File: src/rtl/pipe_stage_buf.sv
// pipe_stage_buf: inter-stage pipeline register with a valid/ready handshake,
// a 2-entry skid buffer, ctrl stall obedience and single-cycle flush.
//
// Ports:
//   clk, rst (async, active-low)   clock and reset
//   stall_sign[STALL_W]            ctrl stall vector, bit STALL_IDX freezes
//   flush                          squash every held entry on the next edge
//   in_valid/in_ready              upstream handshake
//   in_payload/in_wd/in_wreg       upstream entry
//   out_valid/out_ready            downstream handshake
//   out_payload/out_wd/out_wreg    head entry (all zero while out_valid = 0)
//
// Optional feature, macro PIPE_STAGE_PERF_EN:
//   stall_cnt[CNT_W]   cycles spent stalled with a valid head
//   bubble_cnt[CNT_W]  cycles out of reset with no valid head
//   Both wrap and are cleared by reset only.

module pipe_stage_buf #(
    parameter int PAYLOAD_W  = 104,
    parameter int REG_ADDR_W = 5,
    parameter int STALL_W    = 6,
    parameter int STALL_IDX  = 3,
    parameter int CNT_W      = 32
) (
    input  logic                  clk,
    input  logic                  rst,
    input  logic [STALL_W-1:0]    stall_sign,
    input  logic                  flush,
    input  logic                  in_valid,
    output logic                  in_ready,
    input  logic [PAYLOAD_W-1:0]  in_payload,
    input  logic [REG_ADDR_W-1:0] in_wd,
    input  logic                  in_wreg,
    output logic                  out_valid,
    input  logic                  out_ready,
    output logic [PAYLOAD_W-1:0]  out_payload,
    output logic [REG_ADDR_W-1:0] out_wd,
    output logic                  out_wreg
`ifdef PIPE_STAGE_PERF_EN
    ,
    output logic [CNT_W-1:0]      stall_cnt,
    output logic [CNT_W-1:0]      bubble_cnt
`endif
);

    typedef struct packed {
        logic [PAYLOAD_W-1:0]  payload;
        logic [REG_ADDR_W-1:0] wd;
        logic                  wreg;
    } entry_t;

    typedef enum logic [1:0] {
        S_EMPTY = 2'd0,
        S_ONE   = 2'd1,
        S_FULL  = 2'd2
    } state_t;

    state_t r_state;
    entry_t r_main;
    entry_t r_skid;

    logic   w_stl;
    logic   w_in_fire;
    logic   w_out_fire;
    entry_t w_in;
    logic   w_stall_unused;

    assign w_stl = stall_sign[STALL_IDX];
    assign w_stall_unused = ^stall_sign;

    assign w_in.payload = in_payload;
    assign w_in.wd      = in_wd;
    assign w_in.wreg    = in_wreg;

    // Ready depends on registered state and ctrl inputs only, never on
    // out_ready, so no combinational path crosses the stage.
    assign in_ready = (r_state != S_FULL) & ~w_stl & ~flush & rst;

    assign out_valid  = (r_state != S_EMPTY);
    assign w_in_fire  = in_valid & in_ready;
    assign w_out_fire = out_valid & out_ready & ~w_stl;

    // r_main is kept zero whenever the buffer is empty, so the head
    // fields come straight from the register and bubbles never write.
    assign out_payload = r_main.payload;
    assign out_wd      = r_main.wd;
    assign out_wreg    = r_main.wreg;

    always_ff @(posedge clk or negedge rst) begin
        if (!rst) begin
            r_state <= S_EMPTY;
            r_main  <= '0;
            r_skid  <= '0;
        end else if (flush) begin
            r_state <= S_EMPTY;
            r_main  <= '0;
            r_skid  <= '0;
        end else if (!w_stl) begin
            unique case (r_state)
                S_EMPTY: begin
                    if (w_in_fire) begin
                        r_main  <= w_in;
                        r_state <= S_ONE;
                    end
                end
                S_ONE: begin
                    if (w_in_fire && w_out_fire) begin
                        r_main <= w_in;
                    end else if (w_in_fire) begin
                        r_skid  <= w_in;
                        r_state <= S_FULL;
                    end else if (w_out_fire) begin
                        r_main  <= '0;
                        r_state <= S_EMPTY;
                    end
                end
                S_FULL: begin
                    // Skid is always the younger entry; it moves up.
                    if (w_out_fire) begin
                        r_main  <= r_skid;
                        r_skid  <= '0;
                        r_state <= S_ONE;
                    end
                end
                default: begin
                    r_state <= S_EMPTY;
                    r_main  <= '0;
                    r_skid  <= '0;
                end
            endcase
        end
    end

`ifdef PIPE_STAGE_PERF_EN
    always_ff @(posedge clk or negedge rst) begin
        if (!rst) begin
            stall_cnt  <= '0;
            bubble_cnt <= '0;
        end else begin
            if (w_stl && out_valid) begin
                stall_cnt <= stall_cnt + 1'b1;
            end
            if (!out_valid) begin
                bubble_cnt <= bubble_cnt + 1'b1;
            end
        end
    end
`else
    localparam int W_CNT_UNUSED = CNT_W;
`endif

endmodule

File: config.mk
export PLATFORM = sky130hd
export DESIGN_NAME = pipe_stage_buf
export DESIGN_NICKNAME = d
export VERILOG_FILES = /design/src/rtl/pipe_stage_buf.sv
export SDC_FILE = /design/constraint.sdc
export NUM_CORES = 1
export LEC_CHECK = 0
export ABC_AREA = 1
export BUFFER_PORTS_ARGS = -buffer_cell sky130_fd_sc_hd__buf_4
export CAP_MARGIN = 25
export CORE_ASPECT_RATIO = 0.5
export CORE_MARGIN = 8
export CORE_UTILIZATION = 39
export CTS_CLUSTER_SIZE = 16
export DETAILED_ROUTE_END_ITERATION = 6
export HOLD_SLACK_MARGIN = 0.03
export PLACE_DENSITY_LB_ADDON = 0.3
export SLEW_MARGIN = 5
export SYNTH_ARGS = -nofsm -noshare
export SYNTH_HDL_FRONTEND = slang
export SYNTH_SLANG_ARGS = --single-unit
File: constraint.sdc
create_clock -name clk -period 2.1 [get_ports clk]
set_input_delay 0.42 -clock clk [delete_from_list [all_inputs] [get_ports clk]]
set_output_delay 0.42 -clock clk [all_outputs]
set_load 0.03 [all_outputs]
==> impl_metrics.ini, run 1 <==
[outcome]
status = finished clean

[place]
placed_cells = 2329
place_congestion = 0.806
dp_slack_ns = 0.177
hpwl_um = 23300
dpl_cell_area_um2 = 14300
port_buffers = 227

[clock_tree]
clk_path_buf_depth = 3
numCtsBuffers = 23
postCtsSetupRepairBufs = 0
cts_resized = 0
insertion_delay_ns = 0.52
htree_levels = 1
clock_sinks = 222
cts_tree = built
path_clk_slew_ns = 0.07
cts-root-buf = clkbuf_16
cts_hold_buffers = 1

[floorplan]
num_rows = 45
ios = 233
start_util = 0.399
core_um2 = 30500
dieArea_um2 = 37400
die_x_um = 266
die_y_um = 141

[worst_setup_path]
r2r_start = r_state[1]
ff2ff_path_depth = 8
cp_data_arrival_time_ns = 1.52
r2r_slack_ns = 0.23
crit_chain = nand2_1 -> nand3_1 -> inv_1 -> buf_4
worst-path-stages = 4
crit_fanout = 3
cp.required_ns = 1.68
critPathKind = flop to output port
critPathLaunchType = flop
cpLargestDelayFamily = flip-flops
crit_end = in_ready
slowest_stage = dfrtp_1
critPathLaunch = r_state[1]
path_buf_inv = 2
timing.rr.end = out_payload[76]
critPathMaxStageDelay_ns = 0.42
endpoint_kind = output port

[finish]
drive_gt1_frac = 0.163
area_delta_synth_final_pct = 24.1
final_cell_area_um2 = 15100
final_common_cell = nand2_1
layoutNonFillerInstCount = 2369
final_nets = 2053
final_util = 0.495
final_cell_mix = 940 x nand2_1, 247 x buf_4, 222 x dfrtp_1

[power_and_ir_drop]
internal-power_mw = 10.5
leakage_nw = 8.40
power_frac_comb = 0.432
p_sw_mw = 7.65
peakVddDrop_mv = 0.813
powerDensity_nw_per_um2 = 1200
netSwitchingFraction = 0.421
power_frac_seq = 0.333
pwr-share-clk = 0.235
power_mw = 18.2

[global_routing]
overflow = 0
grt_max_degree = 111
antenna_found_initial = 1
track_usage = 0.203
grt_pass1_wl_um = 63600
first_global_vias = 11889

[drt]
firstDrtPassIters = 5
drc = 0
drt-wirelength-per-cell_um = 16.2
drt_iter0_drc = 838
vias = 11816
drt-total-wl_um = 38300
ant_nets = 0
vias_per_cell = 4.99

[yosys]
synth_cell_type_count = 20
synth_nets = 1897
synth_cells = 1776
yosysWarnings = 0
synth_seq_cells = 222
ys_seq_area_frac = 0.457
synth_area_um2 = 12200
synth.avg_cell_area_um2 = 6.85

[timing]
hold_viol_final = 0
tns_ns = 0
fin_crit_ns = 1.94
fin_worst_skew_ns = 0.00752
layout_setup_ws_ns = 0.157
slew_headroom = 0.362
setup-violations-final = 0
rsz0062_at_grt = no
final-max-slew-violation-count = 0
timing.final.crit_share = 0.925
hold_ws_ns = 0.218
max_freq_mhz = 515
tightest_slew_ns = 0.957

[flow_run]
maxCapViolCount = 0

[min_path]
whs_path_depth = 5
min_path_type = input port to flop
[state kept, by name, summed over array words and instances (netlist names)]
| register | count |
|---|---|
| out_wd | 5 |
| out_wreg | 1 |
| r_skid | 110 |
| r_state | 2 |
| out_payload | 104 |
[worst reg2reg max path: stages (launching register included)]
cell	delay [ns]
dfrtp_1	0.42
nand2_1	0.17
nand4_1	0.21
nand2_1	0.18
nand3_4	0.12
nor2_4	0.21
buf_12	0.29
nand2_1	0.15
nand2_1	0.07
[synthesized netlist by cell type (all sizes together)]
library cell	number	area (um^2)
nor2	142	538
o21bai	55	413
nand4	111	694
nand3	64	340
nand2	943	3540
buf	85	452
a21oi	2	13.8
dfrtp	222	5560
nor3	33	165
clkbuf	49	184
inv	68	255
o21ai	2	10.0
[worst min path at each step]
stage | from | endpoint | slack, ns
after detailed placement | r_skid[97] | r_skid[97] | 0.46
after floorplan | rst | out_payload[0] | 0.12
after global routing | in_payload[90] | out_payload[90] | 0.22
final | in_payload[43] | out_payload[43] | 0.22
after CTS | in_payload[90] | out_payload[90] | 0.19
after global placement | r_skid[21] | r_skid[21] | 0.45
[area by class of cell]
class / count / area (um^2)
diodes: 1 / 2.50
clock buffers: 30 / 642
clock inverters: 8 / 115
fillers: 3063 / 15400
inverters: 68 / 258
multi-input cells: 1352 / 5790
flip-flops and latches: 222 / 5560
well taps: 423 / 529
repair buffers: 265 / 2200
[cell families (layout without fill, tap and decap cells)]
logic type | Yosys count | in the layout | synth area share
AOI/OAI and AO/OA | 59 | 59 | 0.0359
DFF | 222 | 222 | 0.457
buffers and inverters | 202 | 371 | 0.0732
and+or+nand+nor | 1293 | 1293 | 0.434
other | 0 | 1 | 0
[power groups by stage]
stage               sequential, mW  clock (mW)  combinational, mW
finish                        6.05        4.26               7.85
floorplan                     7.39           0               3.71
detailed placement            6.10           0               7.92
global route                  6.18        4.56               8.65
CTS                           6.05        4.39               7.93
global placement              6.09           0               7.82
[routing by layer]
layer / GRT usage / up-vias / wire (um)
met5: 0 / - / 0
met4: 0.0545 / 0 / 1030
met3: 0.0311 / 66 / 1720
met2: 0.349 / 286 / 18500
met1: 0.266 / 5584 / 17100
li1: - / 5880 / -
Power figures use the tool's default switching activity.
==> run 2: changes to the inputs <==
Settings changed: CTS_BUF_LIST set to sky130_fd_sc_hd__clkbuf_4.
==> run 2 against run 1 <==
  * Sequential power about the same
  * Clock power down 16%
  * Worst setup slack worse by 0.034 ns
  * Die area unchanged
  * Hold slack worse by 0.12 ns
  * Non-clock buffer count up 80
  * Maximum frequency down 1.7%
  * Combinational power up 2%
  * Critical path depth unchanged
  * Register-to-register slack worse by 0.06 ns
  * Via count up 4.4%
==> impl_metrics.ini, run 2 (synthesis gave the netlist of run 1 again) <==
[floorplan]
start_util = 0.399
die_x_um = 266
ios = 233
core_um2 = 30500
dieArea_um2 = 37400
die_y_um = 141
num_rows = 45

[worst_setup_path]
endpoint_kind = output port
critPathKind = flop to output port
crit_fanout = 4
critPathLaunchType = flop
cp_data_arrival_time_ns = 1.56
cp.required_ns = 1.68

[finish]
drive_gt1_frac = 0.178
largest_reg_flops = 110
num-fill-cells = 3017
final_cell_mix = 939 x nand2_1, 249 x buf_4, 222 x dfrtp_1
final_common_cell = nand2_1
area_delta_synth_final_pct = 29.7
largest-register = r_skid
final_nets = 2165
layoutNonFillerInstCount = 2500

[clock_tree]
numCtsBuffers = 55
htree_levels = 2
cts-root-buf = clkbuf_4
path_clk_slew_ns = 0.07
cts_tree = built
clock_sinks = 222
clk_path_buf_depth = 3
insertion_delay_ns = 0.71

[place]
place_congestion = 0.806
hpwl_um = 23300
port_buffers = 227
placed_cells = 2329

[drt]
drt-total-wl_um = 39600
ant_nets = 0
vias = 12332
drt-wirelength-per-cell_um = 15.8
drc = 0
firstDrtPassIters = 5
drt_iter0_drc = 889
vias_per_cell = 4.93

[timing]
timing.final.crit_share = 0.941
tns_ns = 0
setup-violations-final = 0
final-max-slew-violation-count = 0
fin_worst_skew_ns = 0.0389
fin_crit_ns = 1.98
slew_headroom = 0.368
tightest_slew_ns = 0.948
hold_viol_final = 0
rsz0062_at_grt = no
max_freq_mhz = 506
hold_ws_ns = 0.0984

[global_routing]
track_usage = 0.211
overflow = 0
grt_max_degree = 111
first_global_vias = 12468
grt_pass1_wl_um = 65700
antenna_found_initial = 1

[flow_run]
maxCapViolCount = 0

[power_and_ir_drop]
leakage_nw = 8.74
powerDensity_nw_per_um2 = 1120
peakVddDrop_mv = 0.805

[outcome]
status = finished clean

[min_path]
min_path_type = input port to flop
-- run 2: stage by stage --
step           total power, mW  area (um^2)  utilization  setup WS [ns]
2_1_floorplan             11.1        12200            -          0.480
3_5_place_dp              14.0        14300        0.469          0.177
4_1_cts                   17.8        15800        0.517        0.00920
6_report                  17.6        15800        0.517          0.123
5_1_grt                   18.9        15800        0.517         0.0118
3_3_place_gp              13.9        14300        0.469          0.206
-- run 2: what timing repair did --
item                                    4_1_cts  5_1_grt
gates resized for setup                       2        3
endpoints found under the setup margin        1        4
hold buffers                                 78        0
hold endpoints to repair                    344        0
setup buffers                                 3        0
pin swaps                                     0        1
-- run 2: layout make-up --
cell class                 count  area, um^2  share of cell area
multi-input combinational   1352        5800               0.368
inverter                      68         260              0.0165
clock buffer                  80         601              0.0381
tap                          423         529              0.0335
clock inverter                 9        33.8             0.00214
timing repair buffer         345        3000               0.190
sequential                   222        5560               0.352
antenna                        1        2.50            0.000159
-- run 2: layer usage --
layer,vias to the layer above,GRT usage,routed length (um)
li1,6133,-,-
met1,5825,0.271,17400
met2,327,0.361,19400
met3,47,0.0385,2080
met4,0,0.0645,743
met5,-,0,0
-- run 2: report_power, final --
group	total, mW	internal, mW	switching (mW)
Sequential	6.05	5.41	0.639
Clock	3.56	1.72	1.84
Combinational	8.02	2.69	5.32
-- run 2: critical path: stages, from the launching register on --
cell	delay [ns]
dfrtp_1	0.39
buf_4	0.15
inv_4	0.07
nand2_2	0.06
buf_4	0.17
-- run 2: final timing paths --
check                               start          endpoint  slack (ns)  cells past startpoint
max                            r_state[1]         out_valid        0.12                      4
min                        in_payload[45]   out_payload[45]         0.1                      6
max reg2reg                    r_state[1]  out_payload[101]        0.17                      9
min reg2reg                     r_skid[5]         r_skid[5]        0.47                      2
max in group asynchronous             rst       r_skid[107]        0.99                      3
min in group asynchronous             rst        r_skid[32]        0.36                      3
